**src/rtl/cpu_isa_pkg.sv**
```systemverilog
// Shared ISA definitions for the 16-bit CPU: opcodes, instruction field positions,
// register-usage decode helpers and the fetch-stage state encoding.
package cpu_isa_pkg;

  localparam logic [3:0] OPC_NOP = 4'h0;
  localparam logic [3:0] OPC_LDI = 4'h8;
  localparam logic [3:0] OPC_ST  = 4'hA;
  localparam logic [3:0] OPC_HLT = 4'hF;

  // Word layout: {opc[3:0], rd[1:0], rs[1:0], imm[7:0]}
  localparam int unsigned OPC_MSB = 15;
  localparam int unsigned OPC_LSB = 12;
  localparam int unsigned RD_MSB  = 11;
  localparam int unsigned RD_LSB  = 10;
  localparam int unsigned RS_MSB  = 9;
  localparam int unsigned RS_LSB  = 8;
  localparam int unsigned IMM_MSB = 7;
  localparam int unsigned IMM_LSB = 0;

  typedef enum logic [1:0] {
    FS_IDLE  = 2'd0,
    FS_FETCH = 2'd1,
    FS_HALT  = 2'd2
  } fetch_state_e;

  // 1..7 are rd <= rd op rs ALU ops, 8 LDI, 9 LD rd <= mem[rs+imm], A ST mem[rs+imm] <= rd
  function automatic logic writes_rd(input logic [3:0] opc);
    return (opc >= 4'h1) && (opc <= 4'h9);
  endfunction

  function automatic logic reads_rs(input logic [3:0] opc);
    return ((opc >= 4'h1) && (opc <= 4'h7)) || (opc == 4'h9) || (opc == OPC_ST);
  endfunction

  function automatic logic reads_rd(input logic [3:0] opc);
    return ((opc >= 4'h1) && (opc <= 4'h7)) || (opc == OPC_ST);
  endfunction

endpackage

```
**src/rtl/fetch_sequencer_if.sv**
```systemverilog
// Fetch-stage bus: instruction ROM port, fetch-to-decode handshake and branch redirect.
interface fetch_sequencer_if #(
  parameter int unsigned ADDR_W  = 8,
  parameter int unsigned INSTR_W = 16
);
  logic [ADDR_W-1:0]  imem_addr;
  logic [INSTR_W-1:0] imem_instr;
  logic [INSTR_W-1:0] if_instr;
  logic [ADDR_W-1:0]  if_pc;
  logic               if_valid;
  logic               id_ready;
  logic               redirect_valid;
  logic [ADDR_W-1:0]  redirect_pc;

  modport master (
    output imem_addr, if_instr, if_pc, if_valid,
    input  imem_instr, id_ready, redirect_valid, redirect_pc
  );

  modport slave (
    input  imem_addr, if_instr, if_pc, if_valid,
    output imem_instr, id_ready, redirect_valid, redirect_pc
  );
endinterface

```
**src/rtl/hazard_scoreboard.sv**
```systemverilog
// Per-register write-back countdown; flags a RAW hazard when the presented word
// reads a register whose write has not yet become visible.
module hazard_scoreboard
  import cpu_isa_pkg::*;
#(
  parameter int unsigned WB_LAT = 3
) (
  input  logic       clk,
  input  logic       rst,
  input  logic       clear_i,
  input  logic       issue_i,
  input  logic [3:0] opc_i,
  input  logic [1:0] rd_i,
  input  logic [1:0] rs_i,
  output logic       hazard_o
);
  localparam int unsigned CNT_W = $clog2(WB_LAT + 1);

  logic [CNT_W-1:0] cnt_q [4];
  logic [CNT_W-1:0] cnt_d [4];

  always_comb begin
    for (int unsigned r = 0; r < 4; r++) begin
      cnt_d[r] = (cnt_q[r] != '0) ? cnt_q[r] - CNT_W'(1) : '0;
      if (issue_i && writes_rd(opc_i) && (rd_i == 2'(r))) begin
        cnt_d[r] = CNT_W'(WB_LAT);
      end
      if (clear_i) begin
        cnt_d[r] = '0;
      end
    end
  end

  always_ff @(posedge clk or posedge rst) begin
    if (rst) begin
      cnt_q <= '{default: '0};
    end else begin
      cnt_q <= cnt_d;
    end
  end

  assign hazard_o = (reads_rs(opc_i) && (cnt_q[rs_i] != '0))
                 || (reads_rd(opc_i) && (cnt_q[rd_i] != '0));

endmodule

```
**src/rtl/fetch_sequencer.sv**
```systemverilog
// CPU fetch front end: owns the PC, sequences the combinational ROM and registers
// each word toward decode. HAZARD_INTERLOCK_EN adds scoreboard-driven bubbles.
module fetch_sequencer
  import cpu_isa_pkg::*;
#(
  parameter int unsigned       ADDR_W   = 8,
  parameter int unsigned       INSTR_W  = 16,
  parameter logic [ADDR_W-1:0] RESET_PC = '0,
  parameter int unsigned       WB_LAT   = 3
) (
  input  logic              clk,
  input  logic              rst,
  input  logic              run,
  fetch_sequencer_if.master bus,
  output logic              halted,
  output logic              busy
);

  if (WB_LAT == 0) begin : g_wb_lat_check
    $error("WB_LAT must be at least 1");
  end

  fetch_state_e       state_q, state_d;
  logic [ADDR_W-1:0]  pc_q, pc_d;
  logic [ADDR_W-1:0]  ifpc_q, ifpc_d;
  logic [INSTR_W-1:0] instr_q, instr_d;
  logic               valid_q, valid_d;

  logic       advance;
  logic       redirect;
  logic       hazard;
  logic [3:0] opc;

  assign opc      = bus.imem_instr[OPC_MSB:OPC_LSB];
  assign advance  = (state_q == FS_FETCH) && (!valid_q || bus.id_ready);
  assign redirect = (state_q == FS_FETCH) && bus.redirect_valid;

`ifdef HAZARD_INTERLOCK_EN
  logic sb_clear;
  logic sb_issue;

  assign sb_clear = run || redirect;
  assign sb_issue = advance && !sb_clear && !hazard;

  hazard_scoreboard #(.WB_LAT(WB_LAT)) u_hazard_scoreboard (
    .clk      (clk),
    .rst      (rst),
    .clear_i  (sb_clear),
    .issue_i  (sb_issue),
    .opc_i    (opc),
    .rd_i     (bus.imem_instr[RD_MSB:RD_LSB]),
    .rs_i     (bus.imem_instr[RS_MSB:RS_LSB]),
    .hazard_o (hazard)
  );
`else
  assign hazard = 1'b0;
`endif

  // Priority: run restart, then redirect flush, then advance/bubble, else hold.
  always_comb begin
    state_d = state_q;
    pc_d    = pc_q;
    ifpc_d  = ifpc_q;
    instr_d = instr_q;
    valid_d = valid_q;

    if (run) begin
      state_d = FS_FETCH;
      pc_d    = RESET_PC;
      valid_d = 1'b0;
    end else if (redirect) begin
      pc_d    = bus.redirect_pc;
      valid_d = 1'b0;
    end else if (advance) begin
      ifpc_d  = pc_q;
      valid_d = 1'b1;
      if (hazard) begin
        instr_d = '0;
      end else begin
        instr_d = bus.imem_instr;
        pc_d    = pc_q + ADDR_W'(1);
        if (opc == OPC_HLT) begin
          state_d = FS_HALT;
        end
      end
    end else if ((state_q == FS_HALT) && valid_q && bus.id_ready) begin
      valid_d = 1'b0;
    end
  end

  always_ff @(posedge clk or posedge rst) begin
    if (rst) begin
      state_q <= FS_IDLE;
      pc_q    <= RESET_PC;
      ifpc_q  <= '0;
      instr_q <= '0;
      valid_q <= 1'b0;
    end else begin
      state_q <= state_d;
      pc_q    <= pc_d;
      ifpc_q  <= ifpc_d;
      instr_q <= instr_d;
      valid_q <= valid_d;
    end
  end

  assign bus.imem_addr = pc_q;
  assign bus.if_instr  = instr_q;
  assign bus.if_pc     = ifpc_q;
  assign bus.if_valid  = valid_q;
  assign halted        = (state_q == FS_HALT);
  assign busy          = (state_q == FS_FETCH);

endmodule
```
**src/flat_wrapper.sv**
```systemverilog
// flat-port wrapper written by rule: the top's interface ports become plain ports
module fetch_sequencer_flat import cpu_isa_pkg::*;
#(
  parameter int unsigned       ADDR_W   = 8,
  parameter int unsigned       INSTR_W  = 16,
  parameter logic [ADDR_W-1:0] RESET_PC = '0,
  parameter int unsigned       WB_LAT   = 3
)
  (clk, rst, run, halted, busy, bus_imem_addr, bus_if_instr, bus_if_pc, bus_if_valid, bus_imem_instr, bus_id_ready, bus_redirect_valid, bus_redirect_pc);
  fetch_sequencer_if #(.ADDR_W(ADDR_W), .INSTR_W(INSTR_W)) bus_i ();
  input  logic clk;
  input  logic rst;
  input  logic run;
  output logic halted;
  output logic busy;
  output wire logic [$bits(bus_i.imem_addr)-1:0] bus_imem_addr;
  output wire logic [$bits(bus_i.if_instr)-1:0] bus_if_instr;
  output wire logic [$bits(bus_i.if_pc)-1:0] bus_if_pc;
  output wire logic [$bits(bus_i.if_valid)-1:0] bus_if_valid;
  input wire logic [$bits(bus_i.imem_instr)-1:0] bus_imem_instr;
  input wire logic [$bits(bus_i.id_ready)-1:0] bus_id_ready;
  input wire logic [$bits(bus_i.redirect_valid)-1:0] bus_redirect_valid;
  input wire logic [$bits(bus_i.redirect_pc)-1:0] bus_redirect_pc;
  assign bus_imem_addr = bus_i.imem_addr;
  assign bus_if_instr = bus_i.if_instr;
  assign bus_if_pc = bus_i.if_pc;
  assign bus_if_valid = bus_i.if_valid;
  assign bus_i.imem_instr = bus_imem_instr;
  assign bus_i.id_ready = bus_id_ready;
  assign bus_i.redirect_valid = bus_redirect_valid;
  assign bus_i.redirect_pc = bus_redirect_pc;
  fetch_sequencer #(.ADDR_W(ADDR_W), .INSTR_W(INSTR_W), .RESET_PC(RESET_PC), .WB_LAT(WB_LAT)) u_core (.clk(clk), .rst(rst), .run(run), .bus(bus_i), .halted(halted), .busy(busy));
endmodule
```
**config.mk**
```make
export PLATFORM = sky130hd
export DESIGN_NAME = fetch_sequencer_flat
export DESIGN_NICKNAME = d
export VERILOG_FILES = /design/src/rtl/cpu_isa_pkg.sv /design/src/rtl/fetch_sequencer_if.sv /design/src/rtl/hazard_scoreboard.sv /design/src/rtl/fetch_sequencer.sv /design/src/flat_wrapper.sv
export SDC_FILE = /design/constraint.sdc
export NUM_CORES = 1
export LEC_CHECK = 0
export BUFFER_PORTS_ARGS = -buffer_cell sky130_fd_sc_hd__buf_2
export CORE_UTILIZATION = 38
export DETAILED_ROUTE_END_ITERATION = 12
export PLACE_DENSITY = 0.66
export SETUP_SLACK_MARGIN = 0.3
export SLEW_MARGIN = 20
export SYNTH_ARGS = -nofsm -noshare
export SYNTH_HDL_FRONTEND = slang
export SYNTH_SLANG_ARGS = --single-unit
```
**constraint.sdc**
```tcl
create_clock -name clk -period 2.2 [get_ports clk]
set_clock_uncertainty 0.05 [all_clocks]
set_input_delay 0.33 -clock clk [delete_from_list [all_inputs] [get_ports clk]]
set_output_delay 0.33 -clock clk [all_outputs]
set_load 0.1 [all_outputs]
```
# Word-level counts from Yosys, hierarchy flattened
# Index checks and enable logic that the tools add are counted.
[totals]
wordCells = 35
regBits = 35
latch_bits = 0
in_bits = 29
rom_bits = 0
output_inout_bits = 35
mem_count = 0
ramBits = 0
[op_classes]
bitwise = 2
add_sub_neg = 1
n_mux = 11
n_eq_ne = 4
multipliers = 0
n_div = 0
n_reduce_logical = 12
n_shift = 0
magnitude_cmp = 0
[ops]
columns = ["cell", "n"]
rows = [
  ["$mux W8", 3],
  ["$add A8 B1 Y8 const B", 1],
  ["$mux W2", 4],
  ["$reduce_and A3 Y1", 2],
  ["$eq A4 B4 Y1 const B", 1],
  ["$logic_and A1 B1 Y1", 4],
  ["$mux W1", 4],
  ["$reduce_bool A2 Y1", 2],
  ["$reduce_bool A4 Y1", 1],
  ["$reduce_bool A3 Y1", 1],
  ["$eq A2 B1 Y1 const B", 1],
  ["$eq A2 B2 Y1 const B", 1],
  ["$ne A2 B2 Y1 const B", 1],
  ["$not A1 Y1", 2],
  ["$logic_not A1 Y1", 1],
  ["$logic_or A1 B1 Y1", 1],
]

# Longest topological paths before layout
# Gate-level depths: netlist of the first run.
[logic_depth]
depth_word = 7
depth_mapped = 7

# Worst setup path after synthesis of the first run
# OpenSTA, ideal clock, no wires.
[synth_path]
path_type = "flip-flop to flip-flop"
from = "register u_core.state_q[0]"
to = "register u_core.valid_q (netlist: u_core.bus.if_valid)"
stages_incl_launch_ff = 4
arrival_ps = 2064
path_buffers = 0
slack_ps = -34
synth_period_minus_slack_ps = 2234
cell_sequence = "dfrtp_1 > nor2_1 > nand2_1 > a31o_2"
[synth_lines]
columns = ["element", "line", "text"]
rows = [
  ["start: declaration", "fetch_sequencer.sv:23", "fetch_state_e state_q, state_d;"],
  ["start signal: assignment", "fetch_sequencer.sv:99", "state_q <= state_d;"],
  ["$eq A2 B2 Y1", "-", ""],
  ["net halted", "flat_wrapper.sv:14", "output logic halted;"],
  ["$logic_and A1 B1 Y1 (2 in a row)", "fetch_sequencer.sv:86", "end else if ((state_q == FS_HALT) && valid_q && bus.id_ready) begin"],
  ["$reduce_bool A4 Y1 (no source line)", "-", ""],
  ["end signal: assignment", "fetch_sequencer.sv:103", "valid_q <= valid_d;"],
  ["end: declaration", "fetch_sequencer.sv:27", "logic valid_q, valid_d;"],
]
# The timed path passes the listed nets, and every way through them passes these cells.
# A chain may end at the register's enable or synchronous reset.

# Worst setup path in the final report of the first run
[layout_path]
from = "register u_core.state_q[1]"
to = "register u_core.pc_q[4] (netlist: u_core.bus.imem_addr[4])"
[layout_via]
elab_chain_cells = 4
[layout_lines]
columns = ["element", "line", "text"]
rows = [
  ["$eq A2 B1 Y1 (*)", "fetch_sequencer.sv:35, fetch_sequencer.sv:36", ""],
  ["$logic_and A1 B1 Y1", "fetch_sequencer.sv:36", "assign redirect = (state_q == FS_FETCH) && bus.redirect_valid;"],
  ["$mux W8", "fetch_sequencer.sv:71", "end else if (redirect) begin"],
  ["$mux W8", "fetch_sequencer.sv:67", "if (run) begin"],
  ["end signal: assignment", "fetch_sequencer.sv:100", "pc_q <= pc_d;"],
  ["end: declaration", "fetch_sequencer.sv:24", "logic [ADDR_W-1:0] pc_q, pc_d;"],
]
# Every way passes the cells marked *; elsewhere a longest branch is shown, timed or not.

==> impl_metrics.tcl, run 1 <==
set metrics [dict create \
    cts_root_buffer "clkbuf_8" \
    drv_slew 0 \
    gp_congestion 0.7902 \
    cts_buffer_depth 2 \
    synth_area_leaders "dfrtp_1, mux2_2, o21ai_0" \
    portBuffers 63 \
    clk_latency_ns 0.28 \
    r2r_cells 7 \
    grt_pass1_wl_um 5878 \
    utilization_pct 51.67 \
    yosysWarnings 0 \
    ys_types 31 \
    worstPathRequired_ns 2.33 \
    clock-sinks 35 \
    syn_inst 127 \
    nFillCells 362 \
    synth_area_per_cell_um2 12.42 \
    yosysSeqAreaShare_pct 55.51 \
    drive_gt1_share_pct 55.10 \
    start_util_pct 39.44 \
    die_y_um 66.44 \
    dieWidth_um 66.44 \
    startpoint_type "register" \
    postCtsHoldBufs 0 \
    tightest_slew_ns 0.6508 \
    antenna_found_initial 0 \
    vdd_ir_drop_max_v 0.0006212 \
    syn_area_mm2 0.001578 \
    outcome "finished, final reports clean" \
    antenna_left 0 \
    arrival_ns 1.89 \
    synth-seq-cells 35 \
    finalNonFillerCells 246 \
    cts-buffers-inserted 5 \
    p_leak_nw 0.9970 \
    finalPower_mw 2.363 \
    path_clk_slew_ns 0.07 \
    first_iter_violations 29 \
    grt_max_degree 36 \
    via_count 1300 \
    synth.cells.most_frequent "dfrtp_1, mux2_2, o21ai_0" \
    setup_viol 0 \
    hold_viol_final 0 \
    period_share_pct 79.93 \
    htreeDepth 2 \
    yosysTopAreaCell "dfrtp_1" \
    synth-edff-count 0 \
    ioPinCount 64 \
    r2r_start "u_core.state_q[1]" \
    synth_most_common_cell "dfrtp_1" \
    grt_pass1_vias 1265 \
    fin_ws_ns 0.4416 \
    num_antenna_cells 0 \
    power_density_mw_per_mm2 1143 \
    post-route-drc-count 0 \
    r2r_slack_ns 0.44 \
    nets 225 \
    synth_top_area_share_pct 55.51 \
    worstSetupPathType "reg2reg" \
    num_rows 23 \
    max_freq_mhz 568.7 \
    dp_cells 238 \
    final.min_clock_period_ns 1.758 \
    max_cap_viol_count 0 \
    track_usage_pct 18.23 \
    rsz0062_at_grt "no" \
    drt-total-wl_um 3626 \
    endpoint_kind "register" \
    die-area_mm2 0.004414 \
    dp.final_hpwl_um 2696 \
    vias_per_cell 5.285 \
    drt-wirelength-per-cell_um 14.74 \
    dp_slack_ns 0.4132 \
    fp.coreArea_mm2 0.004000 \
    crit-reg2reg-capture "u_core.bus.imem_addr[4]" \
    syn_to_final_growth_pct 31.01 \
    first_pass_iters 4 \
    grt_overflow_total 0 \
    max-slew-margin-rel_pct 56.61 \
    finalSetupTns_ns 0 \
    cp_max_fo 11 \
    cts_tree "done" \
    hp-class "in2async" \
    synth_nets 157 \
    synthArstFlopShare_pct 100.0 \
    dominantRegCellSynth "dfrtp_1" \
]
==> what timing repair did <==
item | 4_1_cts | 5_1_grt
buffers inserted | 0 | 0
resized for setup | 0 | 3
endpoints found under the setup margin | 0 | 20
==> stage by stage <==
| stage | hold slack (ns) | cell area, um2 |
|---|---|---|
| finish | 0.08239 | 2067 |
| global route | 0.1276 | 2067 |
| CTS | 0.09676 | 2056 |
| detailed placement | 0.4033 | 1956 |
| global placement | 0.3938 | 1956 |
| floorplan | 0.4147 | 1588 |
==> layer usage <==
metal / wire length (um) / vias to the layer above / share of wire, % / GRT usage (%)
met5: 0 / - / 0 / 0
met3: 201 / 15 / 5.5 / 3.793
li1: - / 604 / - / -
met4: 117 / 0 / 3.2 / 10.64
met1: 1440 / 627 / 40 / 21.89
met2: 1867 / 54 / 51 / 29.97
==> final cells by class <==
class                   count  area, um2  area share (%)
well taps                  50      62.56           3.027
multi-input cells          82      650.6           31.48
repair buffers             68      359.1           17.37
inverters                   3      15.01          0.7264
clock buffers               8      100.1           4.843
flip-flops and latches     35      879.6           42.55
==> where the power goes <==
| group | switching, mW | internal [mW] |
|---|---|---|
| Clock | 0.216 | 0.286 |
| Combinational | 0.869 | 0.182 |
| Sequential | 0.0667 | 0.743 |
| Total | 1.15 | 1.21 |
==> worst max-delay path by stage <==
| stage | start | endpoint |
|---|---|---|
| after detailed placement | bus_redirect_valid | u_core.bus.imem_addr[4] |
| after global placement | bus_redirect_valid | u_core.bus.imem_addr[2] |
| after CTS | u_core.state_q[1] | busy |
| after floorplan | u_core.bus.if_valid | u_core.bus.if_pc[7] |
| after global routing | u_core.state_q[1] | u_core.bus.imem_addr[0] |
| final | u_core.state_q[1] | u_core.bus.imem_addr[4] |
==> sequential cells by signal, indices dropped and copies added (netlist names) <==
register	cells
u_core.bus.if_instr	16
u_core.bus.if_valid	1
u_core.bus.if_pc	8
u_core.bus.imem_addr	8
u_core.state_q	2
==> cell families after synthesis <==
group | share of synthesized area (%)
mux | 17.76
buf+inv | 3.727
fa+ha+maj | 0.7929
simple gates | 11.90
flops | 55.51
compound gates | 10.31
==> critical path: stages, from the launching register on <==
cell and delay [ns]:
dfrtp_1 0.38, inv_1 0.11, nand2_1 0.15, clkinvlp_4 0.13, a21oi_1 0.06, buf_4 0.18
or2_2 0.35, o21ai_0 0.26
==> cells in the final DEF, fill, tap and decap left out, types with 2 or more instances in the layout <==
master | netlist | layout
nor2b_1 | 2 | 2
dfrtp_2 | 0 | 3
a21oi_1 | 8 | 8
a311oi_1 | 3 | 3
nor3b_1 | 2 | 2
nor4b_1 | 2 | 2
inv_1 | 3 | 2
buf_2 | 2 | 62
o21ai_0 | 13 | 13
dfrtp_1 | 35 | 32
nand2_1 | 4 | 4
nand4_1 | 2 | 2
mux2_2 | 23 | 23
buf_4 | 1 | 4
nor3_1 | 4 | 4
clkbuf_8 | 0 | 7
and3_1 | 3 | 3
and3b_1 | 2 | 2
Note: power is estimated with default switching activity, not from simulation.
==> inputs of run 2 (changes only) <==
--- a/config.mk
+++ b/config.mk
@@ -8,7 +8,7 @@
 export BUFFER_PORTS_ARGS = -buffer_cell sky130_fd_sc_hd__buf_2
 export CORE_UTILIZATION = 38
 export DETAILED_ROUTE_END_ITERATION = 12
-export PLACE_DENSITY = 0.66
+export PLACE_DENSITY = 0.69
 export SETUP_SLACK_MARGIN = 0.3
 export SLEW_MARGIN = 20
 export SYNTH_ARGS = -nofsm -noshare
==> constraint.sdc (replaced) <==
create_clock -name clk -period 1.5 [get_ports clk]
set_clock_uncertainty 0.05 [all_clocks]
set_input_delay 0.225 -clock clk [delete_from_list [all_inputs] [get_ports clk]]
set_output_delay 0.225 -clock clk [all_outputs]
set_load 0.1 [all_outputs]
==> run 2 against run 1 <==
Global-route usage rose by 2.9 points. Total power up 67%. Via count is 7.1% higher. Highest routed layer unchanged. Setup slack got worse by 0.55 ns. Final cell count rose by 8.5%. The flow now finishes with violations (negative setup slack). Largest power group unchanged. Design area is 36% higher.
==> impl_metrics.tcl, run 2 (same netlist as run 1, synthesis figures left out) <==
set metrics [dict create \
    max-slew-margin-rel_pct 69.82 \
    p_sw_mw 1.853 \
    cts_tree "done" \
    place_area_mm2 0.002082 \
    period_share_pct 107.2 \
    nets 246 \
    utilization_pct 70.07 \
    die_y_um 66.44 \
    r2r_start "u_core.state_q[1]" \
    portBuffers 63 \
    endpoint_kind "register" \
    finalPower_mw 3.947 \
    violations "negative setup slack" \
    crit-reg2reg-capture "u_core.bus.if_instr[3]" \
    start_util_pct 39.44 \
    r2r_cells 5 \
    finalNonFillerCells 267 \
    tightest_slew_ns 0.4526 \
    final_common_cell "buf_2" \
    r2r_slack_ns -0.11 \
    cts-buffers-inserted 5 \
    num_antenna_cells 0 \
    drv_slew 0 \
    fp.coreArea_mm2 0.004000 \
    worstPathRequired_ns 1.63 \
    first_iter_violations 56 \
    p_leak_nw 1.249 \
    track_usage_pct 21.08 \
    cts_root_buffer "clkbuf_8" \
    hp-class "in2reg" \
    clkPwrFrac_pct 17.3 \
    grt_max_degree 36 \
    syn_to_final_growth_pct 77.64 \
    ioPinCount 64 \
    crit_start "u_core.state_q[1]" \
    p_int_mw 2.093 \
    gp_congestion 0.8076 \
    first_pass_iters 4 \
    path_clk_slew_ns 0.07 \
    drt-total-wl_um 4430 \
    dieWidth_um 66.44 \
    rsz0062_at_grt "yes" \
    dp_cells 244 \
    startpoint_type "register" \
    dp.final_hpwl_um 2529 \
    fin_ws_ns -0.1083 \
    grt_overflow_total 0 \
    grt_pass1_wl_um 6672 \
    dp_slack_ns -0.07878 \
    die-area_mm2 0.004414 \
    vdd_ir_drop_max_v 0.001017 \
    post-route-drc-count 0 \
    antenna_found_initial 0 \
    worstSetupPathType "reg2reg" \
    cp_max_fo 14 \
    power_density_mw_per_mm2 1408 \
    max_freq_mhz 621.8 \
    sw_frac_of_total_pct 46.96 \
    hold_ws_ns 0.09526 \
    arrival_ns 1.74 \
    drive_gt1_share_pct 70.51 \
    clock-sinks 35 \
    combinationalPowerShare_pct 51.3 \
    final.min_clock_period_ns 1.608 \
    stdcell_area_mm2 0.002803 \
    via_count 1392 \
    hold_viol_final 0 \
    setup_viol 25 \
    clk_latency_ns 0.29 \
    vias_per_cell 5.213 \
    crit_end "u_core.bus.if_instr[3]" \
    finalSetupTns_ns -2.240 \
    share_seq_of_total_power_pct 31.4 \
    final_cell_mix "buf_2, dfrtp_1, buf_6, buf_12, buf_4" \
    grt_pass1_vias 1325 \
    max_cap_viol_count 0 \
    drt-wirelength-per-cell_um 16.59 \
    antenna_left 0 \
    cts_buffer_depth 2 \
    outcome "complete, but fails checks" \
    largest_reg_flops 16 \
    num_rows 23 \
    htreeDepth 2 \
]
==> run 2: cell types whose count changed in the layout (fill, tap and decap cells not counted), sizes merged <==
| cell | before | now |
|---|---|---|
| buf | 67 | 88 |
| clkbuf | 9 | 5 |
| clkinv | 0 | 1 |
| clkinvlp | 1 | 3 |
| dlygate4sd3 | 0 | 1 |
==> run 2: metal layers <==
metal	vias to the layer above	part of all wire (%)	track usage [%]
met2	47	52	33.29
met3	9	5.4	7.069
met5	-	0	0
met4	0	2.0	8.777
met1	687	41	26.23
li1	649	-	-
==> run 2: worst min-delay path by stage <==
stage	start	to	slack, ns	depth (start not counted)
6_report	bus_imem_instr[0]	u_core.bus.if_instr[0]	0.1	2
5_1_grt	bus_imem_instr[5]	u_core.bus.if_instr[5]	0.10	2
4_1_cts	bus_imem_instr[0]	u_core.bus.if_instr[0]	0.09	2
3_5_place_dp	rst	u_core.bus.if_instr[15]	0.30	3
3_3_place_gp	rst	u_core.bus.if_instr[3]	0.29	3
2_1_floorplan	bus_imem_instr[0]	u_core.bus.if_instr[0]	0.31	1
==> run 2: area by class of cell <==
cell class | count | area [um2]
clock inverter | 3 | 20.02
sequential | 35 | 890.9
fill | 255 | 1197
timing repair buffer | 89 | 952.2
inverter | 3 | 15.01
clock buffer | 5 | 68.82
tap | 50 | 62.56
multi-input combinational | 82 | 793.3
==> run 2: power groups by stage <==
stage               sequential (mW)  combinational, mW  clock, mW
floorplan                      2.26              0.242          0
global placement               1.20               1.57          0
detailed placement             1.20               1.58          0
CTS                            1.21               1.90      0.706
global route                   1.26               2.08      0.738
finish                         1.24               2.02      0.684
==> run 2: timing repair <==
item,CTS,global route
gates cloned,1,0
pin swaps,4,4
hold buffers,1,0
endpoints found under the setup margin,70,60
resized for setup,114,31
setup buffers,9,4
endpoints found under the hold margin,35,0
==> run 2: worst max-delay path, cell delays in order (launching register included) <==
cell	delay (ns)
dfrtp_1	0.39
inv_2	0.09
nand2_4	0.08
nor4_4	0.30
buf_6	0.23
mux2_2	0.35
